<file path="src/rtl/egress_pkg.sv">
`default_nettype none
// ============================================================================
// Module      : egress_pkg
// Description : Shared constants and FSM state encoding for the egress
//               arbiter and its output buffer.
// Revision    : 1.0 - initial release
// ============================================================================
package egress_pkg;

  // Default parameter values used by the arbiter
  localparam int DEFAULT_DATA_WIDTH = 8;
  localparam int DEFAULT_BURST_MAX  = 4;
  localparam int DEFAULT_CNT_WIDTH  = 16;

  // Burst counter width, wide enough for the largest legal burst (15)
  localparam int BURST_W = 4;

  // Arbiter FSM states
  typedef enum logic [1:0] {
    IDLE   = 2'd0,
    SERVE0 = 2'd1,
    SERVE1 = 2'd2
  } egress_state_t;

  // Map a source index onto the matching SERVE state
  function automatic egress_state_t serve_state(input logic src);
    return src ? SERVE1 : SERVE0;
  endfunction

endpackage : egress_pkg
`default_nettype wire

</file>
<file path="src/rtl/egress_out_buf.sv">
`default_nettype none
// ============================================================================
// Module      : egress_out_buf
// Description : Two-entry in-order buffer of {src, data} words feeding the
//               egress output. Head entry is always presented on the output.
//               The writer guarantees it never writes when full.
// Revision    : 1.0 - initial release
// ============================================================================
module egress_out_buf #(
  parameter int DATA_WIDTH = 8
) (
  input  logic                  clk,
  input  logic                  reset,
  input  logic                  wr_en,
  input  logic                  wr_src,
  input  logic [DATA_WIDTH-1:0] wr_data,
  input  logic                  rd_en,
  output logic [1:0]            count,
  output logic                  head_valid,
  output logic                  head_src,
  output logic [DATA_WIDTH-1:0] head_data
);

  logic                  src_q  [2];
  logic [DATA_WIDTH-1:0] data_q [2];
  logic                  head_ptr;
  logic                  tail_ptr;
  logic                  rd_ok;

  // A read is only meaningful when there is a word at the head
  assign rd_ok      = rd_en && (count != 2'd0);
  assign head_valid = (count != 2'd0);
  assign head_src   = src_q[head_ptr];
  assign head_data  = data_q[head_ptr];

  // Storage, pointers and occupancy; reset discards every buffered word
  always_ff @(posedge clk or posedge reset) begin
    if (reset) begin
      src_q[0]  <= 1'b0;
      src_q[1]  <= 1'b0;
      data_q[0] <= '0;
      data_q[1] <= '0;
      head_ptr  <= 1'b0;
      tail_ptr  <= 1'b0;
      count     <= 2'd0;
    end else begin
      if (wr_en) begin
        src_q[tail_ptr]  <= wr_src;
        data_q[tail_ptr] <= wr_data;
        tail_ptr         <= ~tail_ptr;
      end
      if (rd_ok) begin
        head_ptr <= ~head_ptr;
      end
      case ({wr_en, rd_ok})
        2'b10:   count <= count + 2'd1;
        2'b01:   count <= count - 2'd1;
        default: count <= count;
      endcase
    end
  end

endmodule : egress_out_buf
`default_nettype wire

</file>
<file path="src/rtl/egress_arbiter.sv">
`default_nettype none
// ============================================================================
// Module      : egress_arbiter
// Description : Bursting round-robin arbiter draining two egress FIFOs into
//               a two-entry ordered output buffer with valid/ready output.
//               Optional per-source delivery counters are built when the
//               macro EGRESS_STATS_EN is defined.
// Revision    : 1.0 - initial release
// ============================================================================
module egress_arbiter
  import egress_pkg::*;
#(
  parameter int DATA_WIDTH = DEFAULT_DATA_WIDTH,
  parameter int BURST_MAX  = DEFAULT_BURST_MAX,
  parameter int CNT_WIDTH  = DEFAULT_CNT_WIDTH
) (
  input  logic                  clk,
  input  logic                  reset,
  input  logic                  empty_e0,
  input  logic                  empty_e1,
  input  logic [DATA_WIDTH-1:0] data_e0,
  input  logic [DATA_WIDTH-1:0] data_e1,
  input  logic                  ready_out,
`ifdef EGRESS_STATS_EN
  output logic [CNT_WIDTH-1:0]  cnt_e0,
  output logic [CNT_WIDTH-1:0]  cnt_e1,
`endif
  output logic                  pop_e0,
  output logic                  pop_e1,
  output logic [DATA_WIDTH-1:0] data_out,
  output logic                  valid_out,
  output logic                  src_out
);

  localparam logic [BURST_W-1:0] BURST_LIM = BURST_W'(BURST_MAX);

  egress_state_t         state;
  egress_state_t         state_nxt;
  logic [BURST_W-1:0]    burst;
  logic                  burst_clr;
  logic                  last_src;
  logic                  grant_upd;
  logic                  grant_src;
  logic                  inflight;
  logic                  inflight_src;
  logic [1:0]            buf_count;
  logic                  xfer;
  logic [2:0]            fill;
  logic                  space;
  logic [DATA_WIDTH-1:0] wr_data;

  // Words committed to the buffer after this cycle; a new pop must keep it below 2
  assign xfer    = valid_out & ready_out;
  assign fill    = {1'b0, buf_count} + {2'b00, inflight} - {2'b00, xfer};
  assign space   = (fill < 3'd2);
  assign wr_data = inflight_src ? data_e1 : data_e0;

  egress_out_buf #(
    .DATA_WIDTH (DATA_WIDTH)
  ) u_out_buf (
    .clk        (clk),
    .reset      (reset),
    .wr_en      (inflight),
    .wr_src     (inflight_src),
    .wr_data    (wr_data),
    .rd_en      (xfer),
    .count      (buf_count),
    .head_valid (valid_out),
    .head_src   (src_out),
    .head_data  (data_out)
  );

  // Next-state, pop strobes and grant bookkeeping
  always_comb begin
    state_nxt = state;
    pop_e0    = 1'b0;
    pop_e1    = 1'b0;
    burst_clr = 1'b0;
    grant_upd = 1'b0;
    grant_src = last_src;
    case (state)
      IDLE: begin
        // With both pending, the source not served last wins
        if (!empty_e0 && (empty_e1 || last_src)) begin
          state_nxt = SERVE0;
          grant_upd = 1'b1;
          grant_src = 1'b0;
          burst_clr = 1'b1;
        end else if (!empty_e1) begin
          state_nxt = SERVE1;
          grant_upd = 1'b1;
          grant_src = 1'b1;
          burst_clr = 1'b1;
        end
      end
      SERVE0: begin
        if ((burst == BURST_LIM) || empty_e0) begin
          burst_clr = 1'b1;
          if (!empty_e1) begin
            state_nxt = serve_state(1'b1);
            grant_upd = 1'b1;
            grant_src = 1'b1;
          end else if (!empty_e0) begin
            state_nxt = serve_state(1'b0);
            grant_upd = 1'b1;
            grant_src = 1'b0;
          end else begin
            state_nxt = IDLE;
          end
        end else begin
          pop_e0 = space;
        end
      end
      SERVE1: begin
        if ((burst == BURST_LIM) || empty_e1) begin
          burst_clr = 1'b1;
          if (!empty_e0) begin
            state_nxt = serve_state(1'b0);
            grant_upd = 1'b1;
            grant_src = 1'b0;
          end else if (!empty_e1) begin
            state_nxt = serve_state(1'b1);
            grant_upd = 1'b1;
            grant_src = 1'b1;
          end else begin
            state_nxt = IDLE;
          end
        end else begin
          pop_e1 = space;
        end
      end
      default: begin
        state_nxt = IDLE;
        burst_clr = 1'b1;
      end
    endcase
  end

  // State, burst count, last grant and the in-flight pop marker
  always_ff @(posedge clk or posedge reset) begin
    if (reset) begin
      state        <= IDLE;
      burst        <= '0;
      last_src     <= 1'b1;
      inflight     <= 1'b0;
      inflight_src <= 1'b0;
    end else begin
      state <= state_nxt;
      if (burst_clr) begin
        burst <= '0;
      end else if (pop_e0 || pop_e1) begin
        burst <= burst + 1'b1;
      end
      if (grant_upd) begin
        last_src <= grant_src;
      end
      inflight     <= pop_e0 | pop_e1;
      inflight_src <= pop_e1;
    end
  end

`ifdef EGRESS_STATS_EN
  // Saturating count of words delivered per source
  always_ff @(posedge clk or posedge reset) begin
    if (reset) begin
      cnt_e0 <= '0;
      cnt_e1 <= '0;
    end else if (xfer) begin
      if (!src_out && (cnt_e0 != '1)) begin
        cnt_e0 <= cnt_e0 + 1'b1;
      end
      if (src_out && (cnt_e1 != '1)) begin
        cnt_e1 <= cnt_e1 + 1'b1;
      end
    end
  end
`endif

endmodule : egress_arbiter
`default_nettype wire

</file>
<file path="config.mk">
export PLATFORM = sky130hd
export DESIGN_NAME = egress_arbiter
export DESIGN_NICKNAME = d
export VERILOG_FILES = /design/src/rtl/egress_pkg.sv /design/src/rtl/egress_out_buf.sv /design/src/rtl/egress_arbiter.sv
export SDC_FILE = /design/constraint.sdc
export NUM_CORES = 1
export LEC_CHECK = 0
export CAP_MARGIN = 15
export CORE_ASPECT_RATIO = 1.75
export CORE_UTILIZATION = 30
export DETAILED_ROUTE_END_ITERATION = 16
export GPL_TIMING_DRIVEN = 0
export SLEW_MARGIN = 30
export SYNTH_ARGS = -nofsm -noshare
export SYNTH_HDL_FRONTEND = slang
export SYNTH_HIERARCHICAL = 1
export SYNTH_SLANG_ARGS = --single-unit
</file>
<file path="constraint.sdc">
create_clock -name clk -period 5.1 [get_ports clk]
set_input_delay 0.765 -clock clk [delete_from_list [all_inputs] [get_ports clk]]
set_output_delay 0.765 -clock clk [all_outputs]
set_load 0.005 [all_outputs]
</file>
Word level (Yosys, flattened, before mapping). Cells that the tools add are included. Widths: inputs -> output; s select.

Bits in registers: 31. Output and inout port bits: 12. Logic and storage cells: 99.

Eq/ne operators: 9. Add/sub/neg operators: 5. Reductions and logical operators: 15. Multiplexer cells: 48. Magnitude comparators: 4. Bitwise gates (word level): 6.

Operator list (count): $mux 8 (5); $mux 1 (25); $bwmux 16 (1); $mux 2 (7); $pmux 1 s3 (3); $demux 8 s1 (1); $mux 4 (2); $ne 3x3->1 const B (2); $pmux 2 s3 (1); $reduce_bool 2->1 (3); $reduce_and 5->1 (1); $add 4x1->4 const B (1); $eq 2x1->1 const B (2); $eq 2x2->1 const B (2); $eq 4x3->1 const B (1); $ge 2x2->1 const B (2); $logic_or 1x1->1 (4); $ne 2x2->1 const B (2); $not 1->2 (2); $pmux 2 s2 (1); $add 2x1->3 (1); $logic_and 1x1->1 (3); $lt 3x2->1 const B (1); $reduce_and 3->1 (1); 12 further kinds (13).

Logic depth before layout (Yosys ltp).
Depth after elaboration: 9. Depth in mapped cells: 9. Mapped depth without buffers: 9.

Modules after synthesis. Netlist, hierarchy kept.

Modules (own cells, without submodules): egress_out_buf (area each 957.2 µm², sequential area each 550.5 µm², cells each 63, instances 1); egress_arbiter (area each 825.8 µm², sequential area each 226.5 µm², cells each 87, instances 1).

Least setup slack after synthesis. Ideal clock, no wire load.

Kind: input to output. From: in ready_out. To: out pop_e1. Arrival: 2.219 ns. Cell stages on the path: 7. Required time: 4.335 ns. Setup slack: 2.116 ns. Path through: and2_1 ha_1 nand2b_1 fa_1 xnor2_2 nand2_1 nor3_1.

Cells in the longest elaborated chain, start to end: 5.

RTL lines: start: declaration (line egress_arbiter.sv:23) `input logic ready_out,`; $and 1x1->1 (line egress_arbiter.sv:53) `assign xfer = valid_out & ready_out;`; $sub 3x1->3 (line egress_arbiter.sv:54) `assign fill = {1'b0, buf_count} + {2'b00, inflight} - {2'b00, xfer};`; $lt 3x2->1 (line egress_arbiter.sv:55) `assign space = (fill < 3'd2);`; $mux 1 (line egress_arbiter.sv:115) `if ((burst == BURST_LIM) || empty_e1) begin`; $mux 1 (line egress_arbiter.sv:81) `case (state)`; end: declaration (line egress_arbiter.sv:29) `output logic pop_e1,`.

No other way between the ends.

Worst setup path after layout.
From: in ready_out. To: out pop_e1.

Cells in the longest elaborated chain, start to end: 5.

RTL lines: $and 1x1->1 (line egress_arbiter.sv:53); named net xfer (line egress_arbiter.sv:47) `logic xfer;`; $sub 3x1->3 (line egress_arbiter.sv:54); $lt 3x2->1 (line egress_arbiter.sv:55); $mux 1 (line egress_arbiter.sv:115); $mux 1 (line egress_arbiter.sv:81).

The timed path passes the listed nets, and every way through them passes these cells.

==> summary.md <==
| Metric | Value |
|---|---|
| Status | `completed` |
| Post-synthesis instance total | `150` |
| Total GRT Usage | `11.8%` |
| Slew Viols, Final | `0` |
| First-pass DRT Iterations | `4` |
| Clk buf depth | `2` |
| CTS tree | `built` |
| Hold slack final | `0.503 ns` |
| RSZ-0062 raised after global routing | `false` |
| Worst setup SP type | `input pin` |
| Final HPWL DP | `2460 um` |
| Most Frequent Cell on Critical Path | `clkdlybuf4s50_1` |
| Antenna-violating nets left | `0` |
| Pre-CTS WS | `1.00 ns` |
| Hold_buf cts | `0` |
| Max Cap Viol | `0` |
| Clock transition at path regs | `0.07 ns` |
| Number of remaining DRC errors | `0` |
| Total power draw | `1.31 mW` |
| Area after DPL | `around 0.0022 sq mm` |
| Max_slew headroom | `44.0%` |
| Worst setup path end | `pop_e1` |
| Worst-Margin Slew | `0.839 ns` |
| Die Ht | `about 100 um` |
| Initial DRC Count | `19` |
| Multi-input gate area | `around 940 sq um` |
| Most frequent cells in the layout | `mux2_2 (35), dfrtp_1 (30), clkdlybuf4s50_1 (30)` |
| Clk_lat worst skew | `0.28 ns` |
| Worst path cell trace | `clkdlybuf4s50_1 -> and2_1 -> ha_1 -> nand2b_1 -> fa_1 -> xnor2_2 -> nand2_1 -> nor3_1 -> clkdlybuf4s50_1` |
| CTS sink count | `31` |
| Asr flop ratio synth | `100%` |
| Crit. End Element | `output port` |
| Leading area contributor after synthesis | `dfrtp_1` |
| Final WS setup | `1.01 ns` |
| Worst r2r dst | `burst[3]` |
| PD cells | `between 500 and 600 mW/mm^2` |
| Seq/Total Area, Yosys | `43.6%` |
| R2R setup slack | `2.33 ns` |
| Final wirelength | `3400 um` |
| Synth cell types | `37` |
| Row cnt | `36` |
| Number of enable flip-flop cells after synthesis | `0` |
| Placed cell count | `256` |
| Flops & latches, synth | `31` |
| Peak VDD IR | `approximately 0.28 mV` |
| Initial antenna violation count | `0` |
| Prevailing post-synth register cell | `dfrtp_1` |
| CP Max Fanout | `2` |
| Die ar. | `0.00627 sq mm` |
| Warnings, synthesis | `6` |
| Syn nets | `180` |
| Final setup violating endpoints | `0` |
| Fin crit share | `roughly four fifths` |
| Final Skew | `0.00669 ns` |
| Global-route wire length before repair | `~5500 um` |
| Slowest cell on the critical path | `clkdlybuf4s50_1` |
| Worst flop-to-flop path startpoint | `u_out_buf/count[1]` |
| ANT cells | `0` |
| Most common cell after layout, fill and taps aside | `mux2_2` |
| Syn Area/Cell | `11.9 sq um` |
| Setup CP Type | `in -> out` |
| Post-layout nets | `217` |
| Buffers added on ports | `30` |
| Setup crit start | `ready_out` |
| Placer Congestion | `0.760` |
| Drt via density | `4.55` |
| Hold Fails Final Rpt | `0` |
| Die X | `about 60 um` |
| Finished Cell Area | `0.00230 sq mm` |
| Area grow syn2layout | `28.8%` |
| Ranking of synthesized cells by area | `dfrtp_1 (42%), mux2_2 (22%), ha_1 (5.6%)` |
| Reg2reg path depth | `9` |
| Pin count of the biggest net entering global routing | `23` |
| Gr ovfl total | `0` |
| Cell area after synthesis | `0.00178 sq mm` |
| Htree depth | `2` |
| Via count | `1,201` |
| Root Driver | `clkbuf_8` |
| Top-area cell type share of the netlist area | `between 40% and 50%` |
| Fmax | `244 MHz` |
| Number of global-route vias before repair | `1,205` |
| Initial core utilization | `31.7%` |
| Fillers | `555` |
| Post-DR wirelength/cell | `12.9 um` |
| Leakage power total | `0.974 nW` |
| Hold WC Path Type | `reg -> reg` |
| Register area | `777 sq um` |
| Post-CTS resize count | `0` |
| CP peak stage delay | `0.57 ns` |
| Core area | `0.00563 sq mm` |
| Data required, critical path | `~4.3 ns` |
| Worst Path Arrival | `3.33 ns` |
| Minimum clock period | `4.09 ns` |
| Finished Layout Cells | `264` |
| Clock buffer count from CTS | `5` |
| Final TNS setup | `0 ns` |
| IO Count | `33` |
| Util after Layout | `40.8%` |
| Share of layout cells above drive strength 1 | `29.3%` |
| Post-CTS setup buffers | `0` |
state kept, by name, summed over array words and instances, names as in the netlist:
name and flops:
u_out_buf/tail_ptr 1, u_out_buf/head_ptr 1, u_out_buf/count 2, inflight_src 1, last_src 1, state 2
u_out_buf/src_q 2, u_out_buf/data_q 16, burst 4, inflight 1
worst max-delay path, delay by kind of cell:
kind          cells  cell delay [ns]
xor+xnor          1             0.24
simple gates      4             0.68
buf+inv           2             1.02
fa+ha+maj         2             0.63
power breakdown:
part	total (mW)	switching [mW]	internal [mW]
Clock	0.250	0.0925	0.158
Combinational	0.635	0.261	0.374
Sequential	0.425	0.0688	0.356
Total	1.31	0.423	0.888
worst min-delay path by stage:
stage | slack [ns] | cells past startpoint | start | endpoint
6_report | 0.50 | 1 | u_out_buf/data_q[2] | u_out_buf/data_q[2]
4_1_cts | 0.50 | 1 | u_out_buf/data_q[1] | u_out_buf/data_q[1]
2_1_floorplan | 0.47 | 1 | u_out_buf/data_q[0] | u_out_buf/data_q[0]
3_3_place_gp | 0.48 | 1 | u_out_buf/data_q[1] | u_out_buf/data_q[1]
5_1_grt | 0.52 | 1 | u_out_buf/data_q[7] | u_out_buf/data_q[7]
3_5_place_dp | 0.49 | 1 | u_out_buf/data_q[1] | u_out_buf/data_q[1]
cells in the mapped netlist, types with 3 or more instances:
library cell / number
xnor2_1: 3
mux2_2: 35
inv_1: 10
o21ai_0: 8
mux2i_1: 3
nor2_1: 7
xor2_1: 3
ha_1: 8
a21oi_1: 7
dfrtp_1: 30
final cells by class:
type / count / area share [%]
Timing Repair Buffer: 30 / 13.1
Inverter: 11 / 1.80
Buffer: 4 / 1.20
Clock buffer: 6 / 3.60
Multi-Input combinational cell: 104 / 40.8
Sequential cell: 31 / 33.8
Clock inverter: 2 / 1.53
Tap cell: 76 / 4.14
kinds of logic after synthesis:
logic type	after synthesis	synth area share [%]
buf+inv	15	3.86
flops	31	43.6
compound gates	21	7.79
mux	39	24.4
simple gates	28	9.76
xor+xnor	7	3.86
fa+ha+maj	9	6.74
per-layer routing:
layer	global-route usage (%)	up-vias	routed length (um)
met5	0	-	0
met4	4.49	0	51
met3	2.86	6	168
met2	19.9	33	1760
met1	13.7	572	1420
li1	-	590	-
(Power assumes the default switching activity.)
